### src/rtl/regfile_scoreboard.sv
// -----------------------------------------------------------------------------
// regfile_scoreboard
//
// Integer register file with an integrated scoreboard of pending writes and a
// self-clearing init sequencer. Decode reads operands plus their busy status,
// issue marks a destination pending, writeback commits data and clears the
// pending bit.
//
// Optional feature (compile-time macro): REGFILE_BYPASS_EN
//   Defined   : a writeback in the current cycle is forwarded combinationally to
//               any read port addressing the same register (data = wb_data,
//               busy = 0).
//   Undefined : reads return the stored value and stored busy bit; writeback
//               effects become visible the following cycle.
//
// Parameters
//   DATA_WIDTH  register width in bits
//   ADDR_WIDTH  address width; DEPTH = 2**ADDR_WIDTH entries
//   ZERO_REG    when non-zero, register 0 reads as zero and is never busy
//
// Ports
//   clk                   clock, rising edge
//   rst                   reset, asynchronous, active-high
//   ready                 storage initialised, block accepting traffic
//   rd_addr1/2            read port addresses
//   rd_data1/2            read data (combinational)
//   rd_busy1/2            addressed register has a pending write
//   issue_valid/addr      request to mark a destination register pending
//   issue_stall           issue refused this cycle (WAW on a busy register)
//   wb_valid/addr/data    writeback strobe, register and data
// -----------------------------------------------------------------------------
module regfile_scoreboard #(
    parameter int unsigned DATA_WIDTH = 32,
    parameter int unsigned ADDR_WIDTH = 5,
    parameter int unsigned ZERO_REG   = 1
) (
    input  logic                  clk,
    input  logic                  rst,
    output logic                  ready,
    input  logic [ADDR_WIDTH-1:0] rd_addr1,
    input  logic [ADDR_WIDTH-1:0] rd_addr2,
    output logic [DATA_WIDTH-1:0] rd_data1,
    output logic [DATA_WIDTH-1:0] rd_data2,
    output logic                  rd_busy1,
    output logic                  rd_busy2,
    input  logic                  issue_valid,
    input  logic [ADDR_WIDTH-1:0] issue_addr,
    output logic                  issue_stall,
    input  logic                  wb_valid,
    input  logic [ADDR_WIDTH-1:0] wb_addr,
    input  logic [DATA_WIDTH-1:0] wb_data
);

    localparam int unsigned DEPTH = 2 ** ADDR_WIDTH;
    localparam logic [ADDR_WIDTH-1:0] LastAddr = ADDR_WIDTH'(DEPTH - 1);

    typedef enum logic [0:0] {
        StInit,
        StRun
    } state_e;

    state_e                  state_q, state_d;
    logic [ADDR_WIDTH-1:0]   ptr_q, ptr_d;
    logic [DEPTH-1:0]        busy_q, busy_d;

    // Storage has no reset; the INIT sweep clears it.
    logic [DATA_WIDTH-1:0]   mem_q [DEPTH];

    logic                    run;
    logic                    wb_zero;
    logic                    issue_zero;
    logic                    wb_en;
    logic                    wb_hits_issue;
    logic                    issue_en;

    logic                    mem_we;
    logic [ADDR_WIDTH-1:0]   mem_waddr;
    logic [DATA_WIDTH-1:0]   mem_wdata;

    // -------------------------------------------------------------------------
    // Control decode
    // -------------------------------------------------------------------------
    assign run   = (state_q == StRun);
    assign ready = run;

    assign wb_zero    = (ZERO_REG != 0) && (wb_addr == '0);
    assign issue_zero = (ZERO_REG != 0) && (issue_addr == '0);

    // A writeback only takes effect in RUN and never lands in a hardwired zero.
    assign wb_en = run & wb_valid & ~wb_zero;

    // A writeback retiring the current producer frees the register in the same
    // cycle, so a new issue to it may proceed. The comparison uses the raw
    // strobe; for a hardwired register 0 busy is never set, so it cannot stall.
    assign wb_hits_issue = wb_valid & (wb_addr == issue_addr);
    assign issue_stall   = run & issue_valid & busy_q[issue_addr] & ~wb_hits_issue;

    // Issues to a hardwired register 0 are accepted but record nothing.
    assign issue_en = run & issue_valid & ~issue_stall & ~issue_zero;

    // -------------------------------------------------------------------------
    // Init / run sequencer
    // -------------------------------------------------------------------------
    always_comb begin
        state_d = state_q;
        ptr_d   = ptr_q;
        case (state_q)
            StInit: begin
                ptr_d = ptr_q + ADDR_WIDTH'(1);
                if (ptr_q == LastAddr) begin
                    state_d = StRun;
                end
            end
            StRun: begin
                // Terminal until the next reset.
                state_d = StRun;
            end
            default: begin
                state_d = StInit;
            end
        endcase
    end

    always_ff @(posedge clk or posedge rst) begin
        if (rst) begin
            state_q <= StInit;
            ptr_q   <= '0;
        end else begin
            state_q <= state_d;
            ptr_q   <= ptr_d;
        end
    end

    // -------------------------------------------------------------------------
    // Storage write port: init sweep has priority (writeback is ignored then)
    // -------------------------------------------------------------------------
    always_comb begin
        mem_we    = 1'b0;
        mem_waddr = wb_addr;
        mem_wdata = wb_data;
        if (state_q == StInit) begin
            mem_we    = 1'b1;
            mem_waddr = ptr_q;
            mem_wdata = '0;
        end else if (wb_en) begin
            mem_we = 1'b1;
        end
    end

    always_ff @(posedge clk) begin
        if (mem_we) begin
            mem_q[mem_waddr] <= mem_wdata;
        end
    end

    // -------------------------------------------------------------------------
    // Scoreboard: clear on writeback, then set on accepted issue so that a new
    // producer issued in the same cycle as the old one retires keeps the bit.
    // -------------------------------------------------------------------------
    always_comb begin
        busy_d = busy_q;
        if (wb_en) begin
            busy_d[wb_addr] = 1'b0;
        end
        if (issue_en) begin
            busy_d[issue_addr] = 1'b1;
        end
    end

    always_ff @(posedge clk or posedge rst) begin
        if (rst) begin
            busy_q <= '0;
        end else begin
            busy_q <= busy_d;
        end
    end

    // -------------------------------------------------------------------------
    // Read ports (combinational, independent)
    // -------------------------------------------------------------------------
    logic [ADDR_WIDTH-1:0] raddr [2];
    logic [DATA_WIDTH-1:0] rdata [2];
    logic                  rbusy [2];

    assign raddr[0] = rd_addr1;
    assign raddr[1] = rd_addr2;

    always_comb begin
        for (int p = 0; p < 2; p++) begin
            rdata[p] = '0;
            rbusy[p] = 1'b0;
            if (run && !((ZERO_REG != 0) && (raddr[p] == '0))) begin
`ifdef REGFILE_BYPASS_EN
                // wb_en already excludes writes dropped for register 0.
                if (wb_en && (wb_addr == raddr[p])) begin
                    rdata[p] = wb_data;
                    rbusy[p] = 1'b0;
                end else begin
                    rdata[p] = mem_q[raddr[p]];
                    rbusy[p] = busy_q[raddr[p]];
                end
`else
                rdata[p] = mem_q[raddr[p]];
                rbusy[p] = busy_q[raddr[p]];
`endif
            end
        end
    end

    assign rd_data1 = rdata[0];
    assign rd_data2 = rdata[1];
    assign rd_busy1 = rbusy[0];
    assign rd_busy2 = rbusy[1];

endmodule

### config.mk
export PLATFORM = sky130hd
export DESIGN_NAME = regfile_scoreboard
export DESIGN_NICKNAME = d
export VERILOG_FILES = /design/src/rtl/regfile_scoreboard.sv
export SDC_FILE = /design/constraint.sdc
export NUM_CORES = 1
export LEC_CHECK = 0
export CAP_MARGIN = 25
export CORE_UTILIZATION = 56
export DETAILED_ROUTE_END_ITERATION = 7
export GPL_TIMING_DRIVEN = 0
export HOLD_SLACK_MARGIN = 0.05
export PLACE_DENSITY = 0.73
export SLEW_MARGIN = 20
export SYNTH_ARGS = -nofsm -noshare
export SYNTH_HDL_FRONTEND = slang
export SYNTH_SLANG_ARGS = --single-unit
### constraint.sdc
create_clock -name clk -period 3 [get_ports clk]
set_input_delay 0.6 -clock clk [delete_from_list [all_inputs] [get_ports clk]]
set_output_delay 0.6 -clock clk [all_outputs]
set_load 0.1 [all_outputs]
==> impl_metrics.env <==
export IMPL_cp_max_fo=10
export IMPL_finClkSkew_ns=0.0161
export IMPL_leakage_uw=0.0232
export IMPL_route_detailed_drc=0
export IMPL_row_count=110
export IMPL_avgSynthCellArea_um2=15.6
export IMPL_cts_max_path_buffers=3
export IMPL_muxShareOfSynthArea_pct=22.4
export IMPL_hpwl_um=129000
export IMPL_grt_pass1_vias=38300
export IMPL_fp_dieW_um=305
export IMPL_die_h_um=305
export IMPL_crit_required_ns=2.40
export IMPL_synthAdderAreaFrac_pct=0.0488
export IMPL_post_route_period_util_pct=112
export IMPL_gp_congestion=0.961
export IMPL_drtIter0Drc=6194
export IMPL_cts_inserted_buffers=113
export IMPL_vias=38900
export IMPL_irDropWorstVdd_mv=0.540
export IMPL_async_flop_share_pct=3.58
export IMPL_setup_worst_path_class="in2out"
export IMPL_ys_ff_latch=1062
export IMPL_grt_overflow=0
export IMPL_rrSetupSlack_ns=-0.05
export IMPL_start_util_pct=56.7
export IMPL_synth_cell_types=45
export IMPL_synth_edff_count=1024
export IMPL_dieArea_um2=92800
export IMPL_final_antenna_net_count=0
export IMPL_slew_headroom_pct=34.3
export IMPL_netlist_area_leader_share_pct=59.9
export IMPL_syn_instance_count=3294
export IMPL_wire_per_inst_um=41.4
export IMPL_crit_arrival_ns=2.75
export IMPL_synthXorXnorAreaFrac_pct=0.137
export IMPL_wirelength_um=208000
export IMPL_clock_sinks=1062
export IMPL_fmax_ghz=0.298
export IMPL_port_buffers=114
export IMPL_cts_tree="built"
export IMPL_syn_area_um2=51300
export IMPL_hp_class="in2async"
export IMPL_synth_flop_cell="edfxtp_1"
export IMPL_violations="negative setup slack"
export IMPL_fin_util_pct=78.0
export IMPL_grt_max_degree=33
export IMPL_ioPinCount=124
export IMPL_finalSetupViolCount=203
export IMPL_final_nets=3794
export IMPL_setup_ws_ns=-0.352
export IMPL_yosys_area_share_simple_pct=4.35
export IMPL_grt_pass1_wl_um=275000
export IMPL_crit_path_end_kind="output pin"
export IMPL_hold_viol=0
export IMPL_cts_clk_slew_worst_paths_ns=0.06
export IMPL_fin_hold_ws_ns=0.118
export IMPL_synth_compound_area_share_pct=8.89
export IMPL_synth_top_family_by_area="multiplexers"
export IMPL_worst_pin_slew_ns=0.983
export IMPL_yosys_area_top_type="edfxtp_1"
export IMPL_ys_warnings_count=0
export IMPL_dr_pass1_iters=7
export IMPL_critPathLaunchType="input port"
export IMPL_grt_antenna_before_repair=8
export IMPL_slew_viol_final=0
export IMPL_synth_area_leaders="edfxtp_1 (60%), mux4_2 (12%), mux2i_1 (9.2%)"
export IMPL_ys_seq_area_share_pct=61.8
export IMPL_fin_crit_ns=3.35
export IMPL_drive_above_1_share_pct=45.4
export IMPL_cts_root_buf="clkbuf_16"
export IMPL_core_um2=90400
export IMPL_detail_route_vias_per_cell=7.76
export IMPL_fillers=4483
export IMPL_status="complete, but fails checks"
export IMPL_syn_to_final_growth_pct=37.5
export IMPL_rsz0062_at_grt="yes"
export IMPL_cap_viol_max_count=0
export IMPL_mappedNetlistNets=3352
export IMPL_clkLatencyLatePin_ns=0.72
export IMPL_powerDensity_nw_per_um2=523
export IMPL_grt_usage_pct=42.3
export IMPL_htree_levels=3
## synth_stat cells, types with 68 or more instances
cell	number
a21oi_1	136
buf_2	100
clkbuf_1	131
edfxtp_1	1024
mux2_1	68
mux2i_1	473
mux4_2	267
nor2_1	240
nor4_1	68
o21ai_1	129
o221ai_1	132
o22ai_1	70
o31ai_1	86
## final cells by class
type                            count  area [µm²]  share of cell area, %
Clock inverter                     79         616                  0.873
Buffer                            257        3270                   4.63
Antenna cell                        5        12.5                 0.0177
Sequential cell                  1062       31700                   44.9
Tap cell                         1176        1470                   2.09
Multi-Input combinational cell   1966       25200                   35.7
Inverter                            4        15.0                 0.0213
Clock buffer                      131        2920                   4.13
Timing Repair Buffer              332        5390                   7.64
## cell usage in the layout (no fill, tap or decap), drive strengths merged, types with 4 or more instances in the layout
| master | synthesis | final |
|---|---|---|
| mux4 | 267 | 267 |
| clkdlybuf4s50 | 0 | 40 |
| clkinvlp | 0 | 8 |
| o221ai | 132 | 132 |
| o31a | 67 | 67 |
| clkinv | 0 | 61 |
| clkbuf | 131 | 261 |
| o22ai | 70 | 70 |
| o21ai | 165 | 165 |
| o31ai | 98 | 98 |
| nor4 | 68 | 68 |
| nand2 | 17 | 17 |
| nand3b | 6 | 6 |
| a21oi | 136 | 136 |
| edfxtp | 1024 | 1024 |
| nor2b | 8 | 8 |
| mux2 | 68 | 68 |
| dfrtp | 38 | 38 |
| buf | 133 | 414 |
| inv | 4 | 7 |
| nor2 | 240 | 240 |
| nand2b | 7 | 9 |
| nand3 | 9 | 9 |
| nor3 | 67 | 67 |
| diode | 0 | 5 |
| bufinv | 0 | 7 |
| xor2 | 4 | 4 |
| xnor2 | 4 | 4 |
| and2 | 33 | 33 |
| mux2i | 473 | 473 |
| or3b | 4 | 4 |
## registers in the layout (all words and copies together), names as in the netlist
| signal | cells |
|---|---|
| ready | 1 |
| busy_q | 32 |
| ptr_q | 5 |
| mem_q | 1024 |
## through the flow
stage / worst slack (ns) / area (µm²) / cells / power [µW] / setup TNS, ns
floorplan: -0.697 / 53000 / 3294 / 19900 / -21.40
global placement: -3.00 / 55600 / 4584 / 21300 / -2148.20
detailed placement: -2.89 / 57200 / 4648 / 21500 / -941.89
CTS: -0.279 / 67300 / 4923 / 36000 / -24.58
global route: -0.305 / 70500 / 5010 / 37400 / -12.09
finish: -0.352 / 70500 / 5012 / 36900 / -15.74
## cell families (layout without fill, tap and decap cells)
kind of cell,count (synthesis),in the layout
AND/OR/NAND/NOR,471,473
buffers and inverters,268,803
flip-flops,1062,1062
adder cells (fa/ha/maj),2,2
XOR/XNOR,8,8
AO/OA/AOI/OAI,675,675
other,0,5
multiplexers,808,808
## timing repair
item	in CTS	in global routing
gates resized for setup	1681	459
setup buffers	45	79
endpoints found under the setup margin	1465	688
pin swaps	126	154
hold buffers	0	0
gates cloned	22	15
## worst max-delay path, cell delays in order
cell and delay (ns):
clkbuf_16 0.14, buf_12 0.13, buf_4 0.15, nand2b_4 0.25, buf_12 0.23, nor2_1 0.12, o31a_1 0.29, o21ai_4 0.34
o31ai_4 0.24, buf_12 0.23
## report_power, final
| part | internal [µW] | switching [µW] |
|---|---|---|
| Combinational | 2540 | 4220 |
| Clock | 7550 | 6170 |
| Sequential | 16300 | 78.4 |
| Total | 26400 | 10500 |
## layer usage
layer | GRT usage (%) | vias up | share of wire (%)
met5 | 0 | - | 0.013
met4 | 25.9 | 4 | 7.7
met3 | 13.9 | 1076 | 15
met2 | 64.7 | 3678 | 45
met1 | 52.4 | 19500 | 32
li1 | - | 14600 | -
## path summary, 6_finish.rpt
path / start / endpoint / depth (start not counted)
max: rd_addr2[1] / rd_data2[2] / 10
min: rst / busy_q[11] / 2
max reg2reg: ready / mem_q[27][2] / 5
min reg2reg: ptr_q[2] / ptr_q[2] / 1
max in group asynchronous: rst / ready / 3
min in group clk: issue_addr[4] / busy_q[23] / 3
Note: power is estimated with default switching activity, not from simulation.
